### src/rtl/seg_scan_mux.sv
// Four-digit multiplexed seven-segment scanner with per-slot blanking and a frame strobe.
// Optional per-digit blink is compiled in with `define SEG_BLINK_EN.
//
//  state | meaning
//  S1    | DIG1 shown on AN[3]
//  S2    | DIG2 shown on AN[2]
//  S3    | DIG3 shown on AN[1]
//  S4    | DIG4 shown on AN[0]; FRAME fires on its last cycle
module seg_scan_mux #(
    parameter int REFRESH_DIV  = 100000,
    parameter int BLANK_CYCLES = 16
`ifdef SEG_BLINK_EN
    ,
    parameter int BLINK_FRAMES = 250
`endif
) (
    input  logic       CLOCK,
    input  logic       RESET,
    input  logic [3:0] DIG1,
    input  logic [3:0] DIG2,
    input  logic [3:0] DIG3,
    input  logic [3:0] DIG4,
    input  logic       LOAD,
`ifdef SEG_BLINK_EN
    input  logic [3:0] BLINK,
`endif
    output logic [3:0] AN,
    output logic [6:0] CA,
    output logic       FRAME
);

    localparam int CW = (REFRESH_DIV > 1) ? $clog2(REFRESH_DIV) : 1;
    localparam logic [CW-1:0] CNT_MAX   = CW'(REFRESH_DIV - 1);
    localparam logic [CW-1:0] BLANK_END = CW'(BLANK_CYCLES);

    localparam logic [1:0] S1 = 2'd0;
    localparam logic [1:0] S2 = 2'd1;
    localparam logic [1:0] S3 = 2'd2;
    localparam logic [1:0] S4 = 2'd3;

    logic [CW-1:0] cnt_q, cnt_d;
    logic [1:0]    slot_q, slot_d;
    logic [3:0]    dig1_q, dig1_d, dig2_q, dig2_d, dig3_q, dig3_d, dig4_q, dig4_d;
    logic [3:0]    an_q, an_d;
    logic [6:0]    ca_q, ca_d;
    logic          frame_q, frame_d;
    logic          wrap;
    logic [3:0]    nib_d;
    logic [3:0]    an_sel;
    logic [3:0]    blink_mask;

    function automatic logic [6:0] hex7(input logic [3:0] v);
        logic [6:0] s;
        case (v)
            4'h0:    s = 7'b1000000;
            4'h1:    s = 7'b1111001;
            4'h2:    s = 7'b0100100;
            4'h3:    s = 7'b0110000;
            4'h4:    s = 7'b0011001;
            4'h5:    s = 7'b0010010;
            4'h6:    s = 7'b0000010;
            4'h7:    s = 7'b1111000;
            4'h8:    s = 7'b0000000;
            4'h9:    s = 7'b0010000;
            4'hA:    s = 7'b0001000;
            4'hB:    s = 7'b0000011;
            4'hC:    s = 7'b1000110;
            4'hD:    s = 7'b0100001;
            4'hE:    s = 7'b0000110;
            default: s = 7'b0001110;
        endcase
        return s;
    endfunction

    always_comb begin
        wrap   = (cnt_q == CNT_MAX);
        cnt_d  = wrap ? '0 : cnt_q + 1'b1;
        slot_d = slot_q;
        if (wrap) begin
            case (slot_q)
                S1:      slot_d = S2;
                S2:      slot_d = S3;
                S3:      slot_d = S4;
                default: slot_d = S1;
            endcase
        end
    end

    always_comb begin
        dig1_d = LOAD ? DIG1 : dig1_q;
        dig2_d = LOAD ? DIG2 : dig2_q;
        dig3_d = LOAD ? DIG3 : dig3_q;
        dig4_d = LOAD ? DIG4 : dig4_q;
    end

    // Outputs are computed from next-state values so the registered AN/CA/FRAME
    // line up with the counter and slot they describe, and a load on the wrap
    // edge is shown in the new slot straight away.
    always_comb begin
        case (slot_d)
            S1:      begin nib_d = dig1_d; an_sel = 4'b0111; end
            S2:      begin nib_d = dig2_d; an_sel = 4'b1011; end
            S3:      begin nib_d = dig3_d; an_sel = 4'b1101; end
            default: begin nib_d = dig4_d; an_sel = 4'b1110; end
        endcase
        ca_d    = hex7(nib_d);
        an_d    = (cnt_d < BLANK_END) ? 4'b1111 : (an_sel | blink_mask);
        frame_d = (cnt_d == CNT_MAX) && (slot_d == S4);
    end

`ifdef SEG_BLINK_EN
    localparam int FW = $clog2(BLINK_FRAMES + 1);

    logic [FW-1:0] fcnt_q, fcnt_d;
    logic          phase_q, phase_d;

    always_comb begin
        fcnt_d  = fcnt_q;
        phase_d = phase_q;
        if (wrap && (slot_q == S4)) begin
            if (fcnt_q == FW'(BLINK_FRAMES - 1)) begin
                fcnt_d  = '0;
                phase_d = ~phase_q;
            end else begin
                fcnt_d = fcnt_q + 1'b1;
            end
        end
        blink_mask = phase_d ? BLINK : 4'b0000;
    end

    always_ff @(posedge CLOCK or negedge RESET) begin
        if (!RESET) begin
            fcnt_q  <= '0;
            phase_q <= 1'b0;
        end else begin
            fcnt_q  <= fcnt_d;
            phase_q <= phase_d;
        end
    end
`else
    assign blink_mask = 4'b0000;
`endif

    always_ff @(posedge CLOCK or negedge RESET) begin
        if (!RESET) begin
            cnt_q   <= '0;
            slot_q  <= S1;
            dig1_q  <= 4'h0;
            dig2_q  <= 4'h0;
            dig3_q  <= 4'h0;
            dig4_q  <= 4'h0;
            an_q    <= 4'b1111;
            ca_q    <= 7'b1111111;
            frame_q <= 1'b0;
        end else begin
            cnt_q   <= cnt_d;
            slot_q  <= slot_d;
            dig1_q  <= dig1_d;
            dig2_q  <= dig2_d;
            dig3_q  <= dig3_d;
            dig4_q  <= dig4_d;
            an_q    <= an_d;
            ca_q    <= ca_d;
            frame_q <= frame_d;
        end
    end

    assign AN    = an_q;
    assign CA    = ca_q;
    assign FRAME = frame_q;

endmodule

### config.mk
export PLATFORM = sky130hd
export DESIGN_NAME = seg_scan_mux
export DESIGN_NICKNAME = d
export VERILOG_FILES = /design/src/rtl/seg_scan_mux.sv
export SDC_FILE = /design/constraint.sdc
export NUM_CORES = 1
export LEC_CHECK = 0
export BUFFER_PORTS_ARGS = -buffer_cell sky130_fd_sc_hd__buf_4
export CORE_MARGIN = 4
export CORE_UTILIZATION = 23
export DETAILED_ROUTE_END_ITERATION = 8
export SLEW_MARGIN = 20
export SYNTH_ARGS = -nofsm -noshare
export SYNTH_HDL_FRONTEND = slang
export SYNTH_SLANG_ARGS = --single-unit
### constraint.sdc
create_clock -name CLOCK -period 3.9 [get_ports CLOCK]
set_input_delay 0.195 -clock CLOCK [delete_from_list [all_inputs] [get_ports CLOCK]]
set_output_delay 0.195 -clock CLOCK [all_outputs]
set_load 0.02 [all_outputs]
### Word-level counts from Yosys, hierarchy flattened

Memory sizes are Yosys's and may differ from the RTL's. A register that Yosys moved wholly into a read port is not among the register bits.
Cells that the tools add are included.

* $add $sub $neg: 1
* order comparisons: 1
* eq/ne operators: 7
* mux-type cells: 10
* reductions and logical operators: 4

Operators with widths (count)
* equality test 17 bit (second input constant): 2
* case mux 4 bit (3 select lines): 2
* two-way mux 4 bit: 5
* adder 17 x 1 -> 17 bit (second input constant): 1
* < comparator 17 x 5 -> 1 bit (second input constant): 1
* two-way mux 17 bit: 1
* equality test 2 bit (second input constant): 3
* case mux 2 bit (3 select lines): 1
* equality test 2 x 1 -> 1 bit (second input constant): 2
* logical NOT 2 bit: 2
* two-way mux 2 bit: 1
* logical AND 1 bit: 1
* logical NOT 1 bit: 1

* flip-flop bits (word level): 40
* memory bits (read-only): 112
* output and inout bits: 12
* logic and storage cells: 32
* memories: 1

Memory list
* (no name shown): words 16, width 7, read ports 1, clocked after Yosys merged registers in 1, write ports 0, line 54 `case (v)`

### Longest topological paths before layout

Gate-level depths: netlist of run 1.

* depth after elaboration: 6
* depth in mapped cells: 14
* mapped depth without buffers: 12

### Least setup slack after synthesis of run 1

No wires, ideal clock.

* kind: reg-to-reg
* start: register cnt_q[8]
* end: register ca_q[5], in the netlist CA[5]
* arrival: 2.609 ns
* required time: 3.820 ns
* slack: 1.210 ns
* cell stages (with the launch flop): 15
* path buffers: 2
* period minus slack after synthesis: 2.690 ns
* cells stage by stage: dfrtp_1 > buf_6 > or3_4 > nor4_4 > and2_1 > buf_6 > o21ai_4 > mux2_2 > mux2i_4 > inv_1 > ha_1 > inv_1 > nor2_1 > a21oi_1 > o2bb2ai_1

* longest elaborated chain between the ends: 4
* elaborated cells between the ends (all ways): 6

RTL lines
* start: declaration: line 41 `logic [CW-1:0] cnt_q, cnt_d;`
* start signal: assignment: line 156 `cnt_q <= cnt_d;`
* equality test 17 bit *: line 76 `wrap = (cnt_q == CNT_MAX);`
* two-way mux 2 bit *: line 79 `if (wrap) begin`
* net slot_d[1]: line 42 `logic [1:0] slot_q, slot_d;`
* equality test 2 bit, or another cell as far along: line 100 `case (slot_d)`
* case mux 4 bit (3 select lines) *: line 100
* end: declaration: line 45 `logic [6:0] ca_q, ca_d;`

Mark *: on every way through the listed nets, which the timed path passes. The rest lies on a longest branch.

### Final worst setup path of run 1

* start: register cnt_q[6]
* end: register ca_q[5], in the netlist CA[5]

Same word-level chain as after synthesis.

==> impl_metrics.py, run 1 <==
metrics = {
    "worst_setup_path": {
        "r2r_end": "CA[5]",
        "critPathSlowestCell": "and2_1",
        "path_cells": "or3_4 -> nor4_4 -> and2_1 -> a21oi_1 -> inv_1 -> mux2i_4 -> inv_1 -> ha_1 -> inv_1 -> nor2_1 -> a21oi_1 -> o2bb2ai_1",
        "crit_arrival_ns": 3.63,
        "cp_top_family": "simple AND/OR/NAND/NOR gates",
        "timing.reg2reg.setup_slack_ns": 0.48,
        "end_kind": "register",
        "r2r_cells": 12,
        "path_max_fanout": 16,
        "cp_common_cell": "inv_1",
        "critical_path_cell_count": 12,
        "required_ns": 4.11,
        "critPathMaxStageDelay_ns": 0.56,
        "cp_num_buf_inv": 3,
        "startpoint_type": "register",
        "worstReg2RegStart": "cnt_q[6]",
        "crit_type": "reg -> reg",
    },
    "clock_tree": {
        "clk_pin_slew_ns": 0.07,
        "clock_path_buffers": 2,
        "cts.sinks": 47,
        "htreeDepth": 2,
        "cts_tree": "done",
        "insertion_delay_ns": 0.29,
        "cts_root_buf": "clkbuf_16",
        "cts_buffers": 5,
        "cts_resized": 0,
    },
    "grt": {
        "gr-total-overflow": 0,
        "grt_max_degree": 48,
        "grt_pass1_vias": 1769,
        "antenna_found_initial": 0,
        "grt_pass1_wl_um": 8650,
        "gr-usage-all-layers": 0.0810,
    },
    "worst_hold_path": {
        "min_delay_worst_endpoint": "dig4_q[1]",
        "hold_start": "DIG4[1]",
        "worstHoldPathType": "in -> reg",
        "whs_path_depth": 2,
    },
    "cells_and_area": {
        "diodes": 0,
        "ff_latch_area_um2": 1190,
        "fin_area_um2": 3140,
        "drive_gt1_frac": 0.309,
        "area_growth_pct": 19.6,
        "fillerInstances": 1139,
        "multi_input_area_um2": 1320,
        "nNetsFinal": 289,
    },
    "power_and_ir_drop": {
        "vdd_drop_max_mv": 0.151,
        "leakagePower_nw": 1.32,
        "p_per_area_nw_per_um2": 381,
        "power_w": 0.00120,
    },
    "timing": {
        "max_freq_ghz": 0.292,
        "tns_ns": 0,
        "finClkSkew_ns": 0.0109,
        "rsz0062_at_grt": "false",
        "slew_headroom": 0.391,
        "setup_viol": 0,
        "hold_viol_final": 0,
        "hold_ws_ns": 0.158,
        "slew_violations": 0,
        "fin_crit_ns": 3.42,
        "post-route-period-util": 0.878,
        "tightest_slew_ns": 0.908,
    },
    "yosys": {
        "synth-async-reset-ratio": 1.00,
        "synth-simple-area-share": 0.164,
        "synth_nets": 263,
        "netlist_instances": 235,
        "yosys-top-cells-count": "dfrtp_1, mux2_2, nand2_1",
        "synth-edff-count": 0,
        "synth_top_family_by_area": "simple AND/OR/NAND/NOR gates",
        "synthXorXnorAreaFrac": 0.0667,
        "ys_types": 50,
        "synthTopCellsByArea": "dfrtp_1, dfstp_2, mux2_2, mux4_2, xnor2_1",
        "synthAdderAreaFrac": 0.0429,
        "synth_top_area_cell": "dfrtp_1",
        "netlist.area_leader.share": 0.343,
        "yosysWarnings": 0,
        "synth_compound_area_frac": 0.0852,
        "muxShareOfSynthArea": 0.145,
        "synth_seq_area_share": 0.453,
        "yosysMostFrequentCell": "dfrtp_1",
        "synth_seq_cells": 47,
        "synth_area_um2": 2630,
        "postSynthAreaPerCell_um2": 11.2,
        "synthFlopType": "dfrtp_1",
    },
    "floorplanning": {
        "die_area_um2": 13200,
        "fp.dieW_um": 115,
        "placementRows": 38,
        "core-area_um2": 11000,
        "start_util": 0.238,
        "dieHeight_um": 115,
        "pin_count": 31,
    },
    "route": {
        "drtIter0Drc": 133,
        "totalWireLength_um": 5190,
        "route.detailed.drc": 0,
        "drt-pass1-iter-count": 6,
        "antenna_left": 0,
        "num_vias": 1816,
        "routed_via_density": 4.52,
        "wl_per_cell_um": 12.9,
    },
    "placed_design": {
        "place_area_um2": 2960,
        "port_buffers": 30,
        "hpwlAfterDp_um": 3810,
        "place.gp.congestion": 0.794,
    },
    "job": {
        "maxCapViolations": 0,
    },
    "run_status": {
        "status": "complete, no violations",
    },
}
-- kinds of logic after synthesis --
logic type | count (synthesis)
simple gates | 79
fa+ha+maj | 9
flops | 47
compound gates | 30
mux | 27
buf+inv | 23
xor+xnor | 20
-- power breakdown --
part	switching (W)	total (W)	internal [W]
clock	0.000183	0.000505	0.000322
sequential	0.00000872	0.000534	0.000525
combinational	0.0000803	0.000158	0.0000779
-- flip-flops by register name (all words and copies together), names as in the netlist --
register / count
dig2_q: 4
CA: 7
cnt_q: 17
dig3_q: 4
FRAME: 1
slot_q: 2
dig1_q: 4
AN: 4
dig4_q: 4
-- worst max path at each step --
stage               startpoint     to  slack (ns)
finish                cnt_q[6]  CA[5]        0.48
global route          cnt_q[6]  CA[5]        0.19
CTS                   cnt_q[6]  CA[5]        0.47
global placement      cnt_q[6]  CA[5]        0.59
floorplan             cnt_q[8]  CA[5]        1.21
detailed placement    cnt_q[6]  CA[5]        0.48
-- final cells by class --
class	instances	share of cell area
Sequential cell	47	0.379
Clock inverter	2	0.0123
Clock buffer	6	0.0442
Timing Repair Buffer	31	0.0748
Tap cell	140	0.0557
Inverter	11	0.0131
Multi-Input combinational cell	165	0.421
-- layer usage --
| metal | up-vias | wire length (µm) | global-route usage |
|---|---|---|---|
| met5 | - | 0 | 0 |
| met1 | 900 | 2470 | 0.108 |
| met4 | 0 | 85 | 0.0305 |
| met2 | 26 | 2430 | 0.129 |
| met3 | 5 | 201 | 0.0168 |
| li1 | 885 | - | - |
-- metrics by stage --
stage	setup WS, ns	cells	util
final	0.477	402	0.285
after global routing	0.187	402	0.285
after floorplan	1.21	235	-
after detailed placement	0.480	393	0.268
after CTS	0.474	402	0.285
after global placement	0.592	393	0.268
-- repair_timing --
item,CTS,global route
setup buffers,0,0
hold buffers,1,0
endpoints found under the setup margin,0,0
endpoints found under the hold margin,36,0
-- cell usage in the layout (no fill, tap or decap), types with 3 or more instances in the layout --
cell       netlist  routed
and3_1           4       4
mux4_2           6       6
nor2_1          15      15
clkbuf_16        0       5
nor3_1           4       4
or3_1            9       9
inv_1           11      11
nand3_1         10      10
xnor2_1         13      13
a21oi_1          7       7
dfrtp_1         36      36
xor2_1           7       7
mux2_2          18      18
buf_4            1      30
o21ai_0          4       4
nand4_1          7       7
dfstp_2         11      11
ha_1             9       9
nand2_1         17      17
o2bb2ai_1        3       3
Note: power is estimated with default switching activity, not from simulation.
==> inputs of run 2 (changes only) <==
- GPL_TIMING_DRIVEN: default -> 0
==> impl_metrics.py, run 2 (synthesis results as in run 1) <==
metrics = {
    "route": {
        "route.detailed.drc": 0,
        "routed-wl-met3_um": 223,
        "highest_layer": "met4",
        "antenna_left": 0,
        "totalWireLength_um": 5210,
        "wl_per_cell_um": 12.6,
        "drtIter0Drc": 59,
        "num_vias": 1848,
        "drt-pass1-iter-count": 4,
        "wl_met1_um": 2370,
        "routed_via_density": 4.46,
        "routed-wl-met2_um": 2500,
    },
    "floorplanning": {
        "die_area_um2": 13200,
        "pin_count": 31,
        "dieHeight_um": 115,
        "core-area_um2": 11000,
        "start_util": 0.238,
        "placementRows": 38,
        "fp.dieW_um": 115,
    },
    "worst_setup_path": {
        "cp_num_buf_inv": 4,
        "timing.reg2reg.setup_slack_ns": 0.85,
        "crit_type": "reg -> reg",
        "critPathMaxStageDelay_ns": 0.39,
        "critical_path_cell_count": 13,
        "end_kind": "register",
        "startpoint_type": "register",
        "worstReg2RegStart": "cnt_q[8]",
        "cp-startpoint": "cnt_q[8]",
        "cp_top_family": "simple AND/OR/NAND/NOR gates",
        "path_max_fanout": 7,
        "crit_arrival_ns": 3.26,
        "r2r_cells": 13,
        "required_ns": 4.11,
        "critPathSlowestCell": "a21oi_1",
        "path_cells": "buf_6 -> or3_4 -> nor4_4 -> a21oi_1 -> a21oi_1 -> inv_1 -> mux2i_4 -> inv_1 -> ha_1 -> inv_1 -> nor2_1 -> a21oi_1 -> o2bb2ai_1",
        "r2r_end": "CA[6]",
    },
    "worst_hold_path": {
        "worstHoldPathType": "in -> reg",
        "min_delay_worst_endpoint": "dig3_q[1]",
        "hold_start": "DIG3[1]",
        "whs_path_depth": 2,
    },
    "cells_and_area": {
        "diodes": 0,
        "final_common_cell": "dfrtp_1",
        "drive_gt1_frac": 0.332,
        "finalNonFillerCells": 414,
        "area_growth_pct": 22.4,
        "final_cell_mix": "dfrtp_1, buf_4, mux2_2",
        "largest_reg_flops": 17,
        "nNetsFinal": 301,
        "top_register": "cnt_q",
    },
    "power_and_ir_drop": {
        "switchingPower_w": 0.000274,
        "leakagePower_nw": 1.38,
        "switching_share": 0.228,
        "p_int_w": 0.000928,
        "p_clk_frac": 0.421,
        "vdd_drop_max_mv": 0.177,
        "p_per_area_nw_per_um2": 374,
        "power_frac_seq": 0.445,
        "pwr-share-comb": 0.134,
    },
    "timing": {
        "setup_viol": 0,
        "setup_slack_ns": 0.850,
        "tightest_slew_ns": 0.727,
        "slew_violations": 0,
        "slew_headroom": 0.510,
        "hold_viol_final": 0,
        "post-route-period-util": 0.782,
        "rsz0062_at_grt": "false",
        "max_freq_ghz": 0.328,
        "fin_crit_ns": 3.05,
        "finClkSkew_ns": 0.00489,
        "tns_ns": 0,
    },
    "clock_tree": {
        "htreeDepth": 2,
        "insertion_delay_ns": 0.28,
        "cts_root_buf": "clkbuf_16",
        "clk_pin_slew_ns": 0.07,
        "clock_path_buffers": 2,
        "cts.sinks": 47,
        "cts_setup_buffers": 0,
        "cts_buffers": 5,
        "cts_tree": "done",
    },
    "grt": {
        "gr-total-overflow": 0,
        "grt_pass1_wl_um": 8970,
        "grt_max_degree": 48,
        "gr-usage-all-layers": 0.0844,
        "grt_pass1_vias": 1879,
        "antenna_found_initial": 0,
    },
    "job": {
        "maxCapViolations": 0,
    },
    "placed_design": {
        "port_buffers": 30,
        "hpwlAfterDp_um": 3920,
        "place.gp.congestion": 0.798,
        "placed_cells": 405,
        "place_ws_ns": 0.855,
    },
    "run_status": {
        "status": "complete, no violations",
    },
}
## run 2: cell count changes in the layout (fill, tap and decap cells not counted)
cell      before  now
buf_2          0    7
clkbuf_1       0    2
buf_6          0    2
buf_4         30   31
## run 2: worst max-delay path by stage
stage | endpoint
after global placement | CA[6]
after CTS | CA[6]
after global routing | CA[6]
final | CA[6]
after detailed placement | CA[6]
after floorplan | CA[5]
## run 2: routing by layer
metal	vias to the layer above	track usage
li1	915	-
met1	897	0.106
met2	29	0.137
met3	7	0.0195
met4	0	0.0383
met5	-	0
## run 2: area by class of cell
| class | instances | area, µm² |
|---|---|---|
| Sequential cell | 47 | 1190 |
| Inverter | 11 | 41.3 |
| Tap cell | 140 | 175 |
| Buffer | 12 | 72.6 |
| Fill cell | 1157 | 7820 |
| Clock inverter | 2 | 38.8 |
| Multi-Input combinational cell | 165 | 1320 |
| Timing Repair Buffer | 31 | 235 |
| Clock buffer | 6 | 139 |
## run 2: per-stage QoR
| stage | total power, W | instance area (µm²) | utilization | hold WS, ns |
|---|---|---|---|---|
| floorplan | 0.000644 | 2630 | - | -0.101 |
| global placement | 0.000702 | 3030 | 0.275 | 0.251 |
| detailed placement | 0.000707 | 3030 | 0.275 | 0.251 |
| CTS | 0.00122 | 3220 | 0.292 | 0.152 |
| global route | 0.00126 | 3220 | 0.292 | 0.154 |
| finish | 0.00120 | 3220 | 0.292 | 0.158 |
## run 2: power groups by stage
| stage | Clock [W] | Sequential, W | Combinational [W] |
|---|---|---|---|
| floorplan | 0 | 0.000559 | 0.0000852 |
| detailed placement | 0 | 0.000544 | 0.000163 |
| global placement | 0 | 0.000542 | 0.000160 |
| CTS | 0.000521 | 0.000535 | 0.000164 |
| global route | 0.000541 | 0.000537 | 0.000177 |
| finish | 0.000506 | 0.000534 | 0.000161 |
## run 2: timing repair
action | 4_1_cts | 5_1_grt
gates resized for setup | 0 | 0
hold buffers | 1 | 0
hold endpoints to repair | 36 | 0
